--- config.mk ---
export PLATFORM = sky130hd
export DESIGN_NAME = ram_rmw_ctrl
export DESIGN_NICKNAME = d
export VERILOG_FILES = /design/src/rtl/ram_rmw_ctrl_pkg.sv /design/src/rtl/ram_rmw_ctrl_rmw_alu.sv /design/src/rtl/ram_rmw_ctrl.sv
export SDC_FILE = /design/constraint.sdc
export NUM_CORES = 1
export LEC_CHECK = 0
export CAP_MARGIN = 20
export CORE_ASPECT_RATIO = 1.4
export CORE_UTILIZATION = 40
export CTS_CLUSTER_SIZE = 25
export DETAILED_ROUTE_END_ITERATION = 8
export PLACE_DENSITY_LB_ADDON = 0.15
export SYNTH_ARGS = -nofsm -noshare
export SYNTH_HDL_FRONTEND = slang
export SYNTH_SLANG_ARGS = --single-unit
export TNS_END_PERCENT = 100
--- constraint.sdc ---
create_clock -name clk -period 19.8 [get_ports clk]
set_input_delay 5.94 -clock clk [delete_from_list [all_inputs] [get_ports clk]]
set_output_delay 5.94 -clock clk [all_outputs]
set_load 0.01 [all_outputs]
--- src/rtl/ram_rmw_ctrl_pkg.sv ---
// Shared encodings for the read-modify-write controller: request opcodes and
// controller states.
package ram_rmw_ctrl_pkg;

    typedef enum logic [1:0] {
        OP_READ = 2'd0,
        OP_SET  = 2'd1,
        OP_ADD  = 2'd2,
        OP_RSVD = 2'd3
    } op_e;

    typedef enum logic {
        ST_INIT = 1'b0,
        ST_RUN  = 1'b1
    } state_e;

endpackage

--- src/rtl/ram_rmw_ctrl_rmw_alu.sv ---
// Combinational update unit: computes the post-operation word from the old
// word, the request operand and the opcode.
module rmw_alu
    import ram_rmw_ctrl_pkg::*;
#(
    parameter int W = 32
) (
    input  op_e          op_i,
    input  logic [W-1:0] old_i,
    input  logic [W-1:0] data_i,
    output logic [W-1:0] new_o
);

    logic [W:0] sum;

    always_comb begin
        sum   = {1'b0, old_i} + {1'b0, data_i};
        new_o = old_i;
        case (op_i)
            OP_SET:  new_o = data_i;
            // The carry-out bit flags overflow; clamp to all ones.
            OP_ADD:  new_o = sum[W] ? {W{1'b1}} : sum[W-1:0];
            default: new_o = old_i;
        endcase
    end

endmodule

--- src/rtl/ram_rmw_ctrl.sv ---
// Read-modify-write front end for a true dual-port RAM: zero-sweeps the RAM
// after reset, then reads on port A, updates, and writes back on port B.
module ram_rmw_ctrl
    import ram_rmw_ctrl_pkg::*;
#(
    parameter int RAM_DEPTH      = 16,
    parameter int RAM_ADDR_WIDTH = 4,
    parameter int RAM_DATA_WIDTH = 32
) (
    input  logic                      clk,
    input  logic                      rst_n,
    input  logic                      req_val,
    output logic                      req_rdy,
    input  logic [1:0]                req_op,
    input  logic [RAM_ADDR_WIDTH-1:0] req_addr,
    input  logic [RAM_DATA_WIDTH-1:0] req_data,
    output logic                      resp_val,
    output logic [RAM_ADDR_WIDTH-1:0] resp_addr,
    output logic [RAM_DATA_WIDTH-1:0] resp_old,
    output logic [RAM_DATA_WIDTH-1:0] resp_new,
    output logic                      init_done,
    output logic                      ram_ena,
    output logic                      ram_wea,
    output logic [RAM_ADDR_WIDTH-1:0] ram_addra,
    output logic [RAM_DATA_WIDTH-1:0] ram_dina,
    input  logic [RAM_DATA_WIDTH-1:0] ram_douta,
    output logic                      ram_enb,
    output logic                      ram_web,
    output logic [RAM_ADDR_WIDTH-1:0] ram_addrb,
    output logic [RAM_DATA_WIDTH-1:0] ram_dinb
);

    localparam logic [RAM_ADDR_WIDTH-1:0] LAST_ADDR = RAM_ADDR_WIDTH'(RAM_DEPTH - 1);

    state_e                      state_q, state_d;
    logic [RAM_ADDR_WIDTH-1:0]   init_cnt_q, init_cnt_d;

    logic                        s1_val_q;
    op_e                         s1_op_q;
    logic [RAM_ADDR_WIDTH-1:0]   s1_addr_q;
    logic [RAM_DATA_WIDTH-1:0]   s1_data_q;

    logic                        lw_val_q;
    logic [RAM_ADDR_WIDTH-1:0]   lw_addr_q;
    logic [RAM_DATA_WIDTH-1:0]   lw_data_q;

    logic                        resp_val_q;
    logic [RAM_ADDR_WIDTH-1:0]   resp_addr_q;
    logic [RAM_DATA_WIDTH-1:0]   resp_old_q, resp_new_q;

    logic                        accept, sweep_wr, s1_wr, bypass;
    logic [RAM_DATA_WIDTH-1:0]   old_val, new_val;

    always_comb begin
        state_d    = state_q;
        init_cnt_d = init_cnt_q;
        if (state_q == ST_INIT) begin
            if (init_cnt_q == LAST_ADDR) begin
                state_d = ST_RUN;
            end else begin
                init_cnt_d = init_cnt_q + 1'b1;
            end
        end
    end

    // Port B is idle while reset is held so no write lands before the sweep starts.
    assign sweep_wr  = (state_q == ST_INIT) && rst_n;
    assign req_rdy   = (state_q == ST_RUN);
    assign init_done = (state_q == ST_RUN);
    assign accept    = req_val && req_rdy;

    assign ram_ena   = accept;
    assign ram_wea   = 1'b0;
    assign ram_addra = accept ? req_addr : '0;
    assign ram_dina  = '0;

    // The RAM returns stale data for a same-cycle read/write; forward the last write.
    assign bypass  = lw_val_q && (lw_addr_q == s1_addr_q);
    assign old_val = bypass ? lw_data_q : ram_douta;
    assign s1_wr   = s1_val_q && ((s1_op_q == OP_SET) || (s1_op_q == OP_ADD));

    rmw_alu #(
        .W (RAM_DATA_WIDTH)
    ) u_alu (
        .op_i   (s1_op_q),
        .old_i  (old_val),
        .data_i (s1_data_q),
        .new_o  (new_val)
    );

    assign ram_enb   = sweep_wr || s1_wr;
    assign ram_web   = sweep_wr || s1_wr;
    assign ram_addrb = sweep_wr ? init_cnt_q : (s1_wr ? s1_addr_q : '0);
    assign ram_dinb  = s1_wr ? new_val : '0;

    always_ff @(posedge clk or negedge rst_n) begin
        if (!rst_n) begin
            state_q     <= ST_INIT;
            init_cnt_q  <= '0;
            s1_val_q    <= 1'b0;
            s1_op_q     <= OP_READ;
            s1_addr_q   <= '0;
            s1_data_q   <= '0;
            lw_val_q    <= 1'b0;
            lw_addr_q   <= '0;
            lw_data_q   <= '0;
            resp_val_q  <= 1'b0;
            resp_addr_q <= '0;
            resp_old_q  <= '0;
            resp_new_q  <= '0;
        end else begin
            state_q    <= state_d;
            init_cnt_q <= init_cnt_d;
            s1_val_q   <= accept;
            s1_op_q    <= op_e'(req_op);
            s1_addr_q  <= req_addr;
            s1_data_q  <= req_data;
            lw_val_q   <= s1_wr;
            if (s1_wr) begin
                lw_addr_q <= s1_addr_q;
                lw_data_q <= new_val;
            end
            resp_val_q <= s1_val_q;
            if (s1_val_q) begin
                resp_addr_q <= s1_addr_q;
                resp_old_q  <= old_val;
                resp_new_q  <= new_val;
            end
        end
    end

    assign resp_val  = resp_val_q;
    assign resp_addr = resp_addr_q;
    assign resp_old  = resp_old_q;
    assign resp_new  = resp_new_q;

endmodule
# After elaboration in Yosys (flattened, before gate mapping)
# Cells that the tools add are included.
[totals] out_inout_bits=147 regBits=150 latchBits=0 n_memories=0 elab_cells=37 mem_bits_rw=0 rom_bits=0 in_bits=73
[op_classes] n_bitwise=2 eq_ne=4 n_reduce_logical=7 n_addsub=2 n_shift=0 n_lt_le_gt_ge=0 n_mux=9 mul=0 div=0
[ops] op="$mux W32" n=3
[ops] op="$pmux W32 S2" n=1
[ops] op="$add A32 B32 Y33" n=1
[ops] op="$mux W4" n=3
[ops] op="$add A4 B1 Y4 const B" n=1
[ops] op="$eq A4 B4 Y1" n=1
[ops] op="$eq A4 B4 Y1 const B" n=1
[ops] op="$logic_and A1 B1 Y1" n=4
[ops] op="$eq A2 B1 Y1 const B" n=1
[ops] op="$eq A2 B2 Y1 const B" n=1
[ops] op="$logic_or A1 B1 Y1" n=2
[ops] op="$mux W1" n=2
[ops] op="$not A1 Y1" n=2
[ops] op="$reduce_and A2 Y1" n=1

# Longest topological paths before layout
[depth] depth_word=7 mapped_depth=20 ltp_nobuf=18

# By module
# Synthesis repeated with hierarchy kept, for this count alone.
[hier_totals] hier_cells=928 hier_area_um2=9087.5
[modules_own_cells] mod="ram_rmw_ctrl" seq_area_each_um2=3753.6 cells_per_inst=537 n_inst=1 area_each_um2=6427.4
[modules_own_cells] mod="rmw_alu" seq_area_each_um2=0.0 cells_per_inst=391 n_inst=1 area_each_um2=2660.1

# Worst setup path before layout
# OpenSTA, ideal clock, no wires.
[synth_path] path_kind="input port to output port" start="input port ram_douta[0]" end="output port ram_dinb[19]" arrival_ps=8560 setup_slack_ps=5300 stages=15 path_buffers=1 cell_sequence="mux2i_1 -> inv_1 -> ha_1 -> inv_1 -> fa_1 -> nand3b_1 -> a2111oi_2 -> nor3_1 -> a2111oi_4 -> o21a_1 -> nor2_2 -> buf_6 -> a21oi_1 -> a211oi_2 -> nor2_1"
[synth_between] elab_chain_len=5
[synth_lines] element="from (decl)" line_no="ram_rmw_ctrl.sv:26" source="input logic [RAM_DATA_WIDTH-1:0] ram_douta,"
[synth_lines] element="$mux W32" line_no="ram_rmw_ctrl.sv:79" source="assign old_val = bypass ? lw_data_q : ram_douta;"
[synth_lines] element="via old_val[0]" line_no="ram_rmw_ctrl.sv:52" source="logic [RAM_DATA_WIDTH-1:0] old_val, new_val;"
[synth_lines] element="$add A32 B32 Y33" line_no="ram_rmw_ctrl_rmw_alu.sv:17" source="sum = {1'b0, old_i} + {1'b0, data_i};"
[synth_lines] element="$mux W32" line_no="ram_rmw_ctrl_rmw_alu.sv:22" source="OP_ADD: new_o = sum[W] ? {W{1'b1}} : sum[W-1:0];"
[synth_lines] element="$pmux W32 S2" line_no="ram_rmw_ctrl_rmw_alu.sv:19" source="case (op_i)"
[synth_lines] element="$mux W32" line_no="ram_rmw_ctrl.sv:94" source="assign ram_dinb = s1_wr ? new_val : '0;"
[synth_lines] element="to (decl)" line_no="ram_rmw_ctrl.sv:30" source="output logic [RAM_DATA_WIDTH-1:0] ram_dinb"
# The timed path passes the listed nets, and every way through them passes these cells.

# Final worst setup path
[layout_path] start="input port ram_douta[0]" end="output port ram_dinb[1]"
# Same word-level chain as after synthesis.

==> run metrics <==
Core ar. 21100 um2; TritonCTS clock tree done; largest net degree at the start of global routing 88; ys flop type dfrtp_1; WHS 475 ps; ranking of synthesized cells by area dfrtp_1, nand2_1, ha_1, a21oi_1, nor2_1; FFs w/ async S/R, synth 100%; Yosys warning total 0; area share of the largest cell type after synthesis 43.8%; met1 usage 25.8%; Worst Setup End Kind primary output; max-cap viol count 0; clock root buffer clkbuf_16; Total GRT Usage 22.9%; Die X 126 um; actual slew at the worst max-slew pin 916 ps; status completed; Power Density 86.8 nW/um2; HP Class reg -> reg; first-pass GRT wire length 38900 um; CP Max Fanout 15; Post-CTS Setup Bufs 0; Rows 63; GPL Wtd Cong 0.894; Seq/Total Area, Yosys 43.8%; layout net count 1209; Post-DRT Antenna Nets 0; Worst Skew 10.1 ps; Max H-tree Level 4; number of synthesized register bits 150; Yosys cell types 59; Netlist Area Pre-Place 8580 um2; Worst-Skew Late Latency 430 ps; global route hottest layer met2; Synth Instances 937; max_slew headroom 38.9%; number of synthesized flops with an enable pin 0; sequential cell area 3760 um2; GR Overflow Total 0; arrival time worst endpoint 10110 ps; count leader, synth dfrtp_1; final setup vio count 0; Crit path largest cell delay 510 ps; fillers 1988; Synth area leader dfrtp_1; CTS buffer count 17; Max clock buf depth 2; hold-fix buffers at CTS 0; clock edge transition at the registers on the reported setup and hold paths 60 ps; DIE AREA 22000 um2; met2 Resource Use GR 42.2%; commonest cells in the netlist dfrtp_1, nand2_1, a21oi_1; Initial DRC Count 297; CP Cell Sequence clkdlybuf4s50_1 -> mux2i_1 -> inv_1 -> ha_1 -> inv_1 -> fa_1 -> nand3b_1 -> a2111oi_2 -> nor3_1 -> a2111oi_4 -> o21a_1 -> nor2_2 -> buf_8 -> nand2_1 -> a221oi_1 -> nor2_1 -> clkdlybuf4s50_1; Chip Height 175 um; f_max 62.3 MHz; initial antenna violation count 1; fin. max-slew vios 0; Cell Count, Final, Fillers Out 1370; cell count after placement 1336; drt first pass iters 6; vias per cell 5.31; Final min period 16050 ps; crit path kind in -> out; CP max stage cell clkdlybuf4s50_1; Leak 5.06 nW; Clock Sinks 150; met3 GRT Util 5.03%; final hold violations 0; IO Count 220; synthesis-to-layout area growth 29.6%; total power 965 uW; Mapped Avg Cell Area 9.15 um2; Crit path required time 13860 ps; PostCTS Resize Cnt 0; RSZ-0062 raised after global routing false; crit share post-route 81.1%; share of layout cells above drive strength 1 7.75%; Final Util 52.6%; Post-route DRC 0; initial core utilization 40.6%; Multi-input gate area 4300 um2; vias 7274; startpoint type of the worst setup path input pin; vias in the first global route 7317; port bufs 186; DP HPWL 17000 um; setup TNS 0 ps; drt total wl 24400 um; VDD IR-drop max 0.0000526 V; Avg WL per Cell 17.8 um
-- path summary, 6_finish.rpt --
check | cells after the start | endpoint | slack, ps | from
setup reg to reg | 20 | lw_data_q[1] | 14910 | s1_addr_q[3]
min in group asynchronous | 1 | s1_addr_q[2] | 5530 | rst_n
hold / removal | 2 | lw_data_q[25] | 470 | lw_data_q[25]
hold reg to reg | 2 | lw_data_q[25] | 470 | lw_data_q[25]
max in group asynchronous | 3 | resp_old[18] | 13110 | rst_n
setup / recovery | 17 | ram_dinb[1] | 3750 | ram_douta[0]
-- metrics by stage --
step | cell area [um2] | worst slack (ps)
global route | 11100 | 3380
CTS | 11100 | 3680
detailed placement | 10500 | 3690
finish | 11100 | 3750
global placement | 10500 | 3470
floorplan | 8700 | 5300
-- state kept, by name (all words and copies together), names as in the netlist --
register	count
resp_val	1
s1_val_q	1
resp_new	32
resp_old	32
s1_op_q	2
lw_val_q	1
lw_data_q	32
init_cnt_q	4
s1_addr_q	4
lw_addr_q	4
resp_addr	4
init_done	1
s1_data_q	32
-- placed cells by master, fill, tap and decap left out, types with 8 or more instances in the layout --
master             n
clkdlybuf4s50_1  185
dfrtp_1          149
nand2_1          140
a21oi_1           91
nor2_1            85
o21ai_0           44
inv_1             43
ha_1              37
conb_1            33
mux2i_1           30
o2bb2ai_1         21
xor2_1            20
clkbuf_16         17
a21o_1            15
a221oi_2          13
a211oi_1          11
xnor2_1           11
o21ai_1           11
mux2_2            10
a31oi_1           10
nand3_1            9
o22ai_1            8
nor3_1             8
nand4_1            8
-- worst max-delay path, delay by kind of cell --
family          cells  cell delay [ps]
compound gates      4              950
fa+ha+maj           2              400
simple gates        5             1240
buf+inv             5             1300
mux                 1              270
-- cell families (layout without fill, tap and decap cells) --
kind of cell | after synthesis | after routing | share of synthesized area (%)
and+or+nand+nor | 273 | 273 | 13.1
AOI/OAI and AO/OA | 270 | 270 | 21.5
DFF | 150 | 150 | 43.8
buffers and inverters | 132 | 272 | 7.66
adders and majority gates | 40 | 40 | 5.92
muxes | 40 | 40 | 4.81
xor gates and xnor gates | 31 | 31 | 3.17
other | 1 | 34 | 0.0437
-- final cells by class --
class	instances	area share, %
clock inverter	13	1.51
timing repair buffer	195	17.6
clock buffer	19	3.98
antenna	1	0.0225
multi-input combinational	687	38.6
sequential	150	33.8
tap	260	2.93
inverter	45	1.52
-- routing by layer --
layer / wire, um / share of wire [%] / up-vias
met5: 0 / 0 / -
met4: 567 / 2.3 / 0
met3: 1200 / 4.9 / 37
met2: 12700 / 52 / 195
met1: 9930 / 41 / 3517
li1: - / - / 3525
-- power by group --
group	switching, mW	internal (mW)	total, mW
combinational	0.137	0.117	0.254
clock	0.140	0.203	0.344
sequential	0.0236	0.344	0.368
total	0.301	0.664	0.965
(Power assumes the default switching activity.)
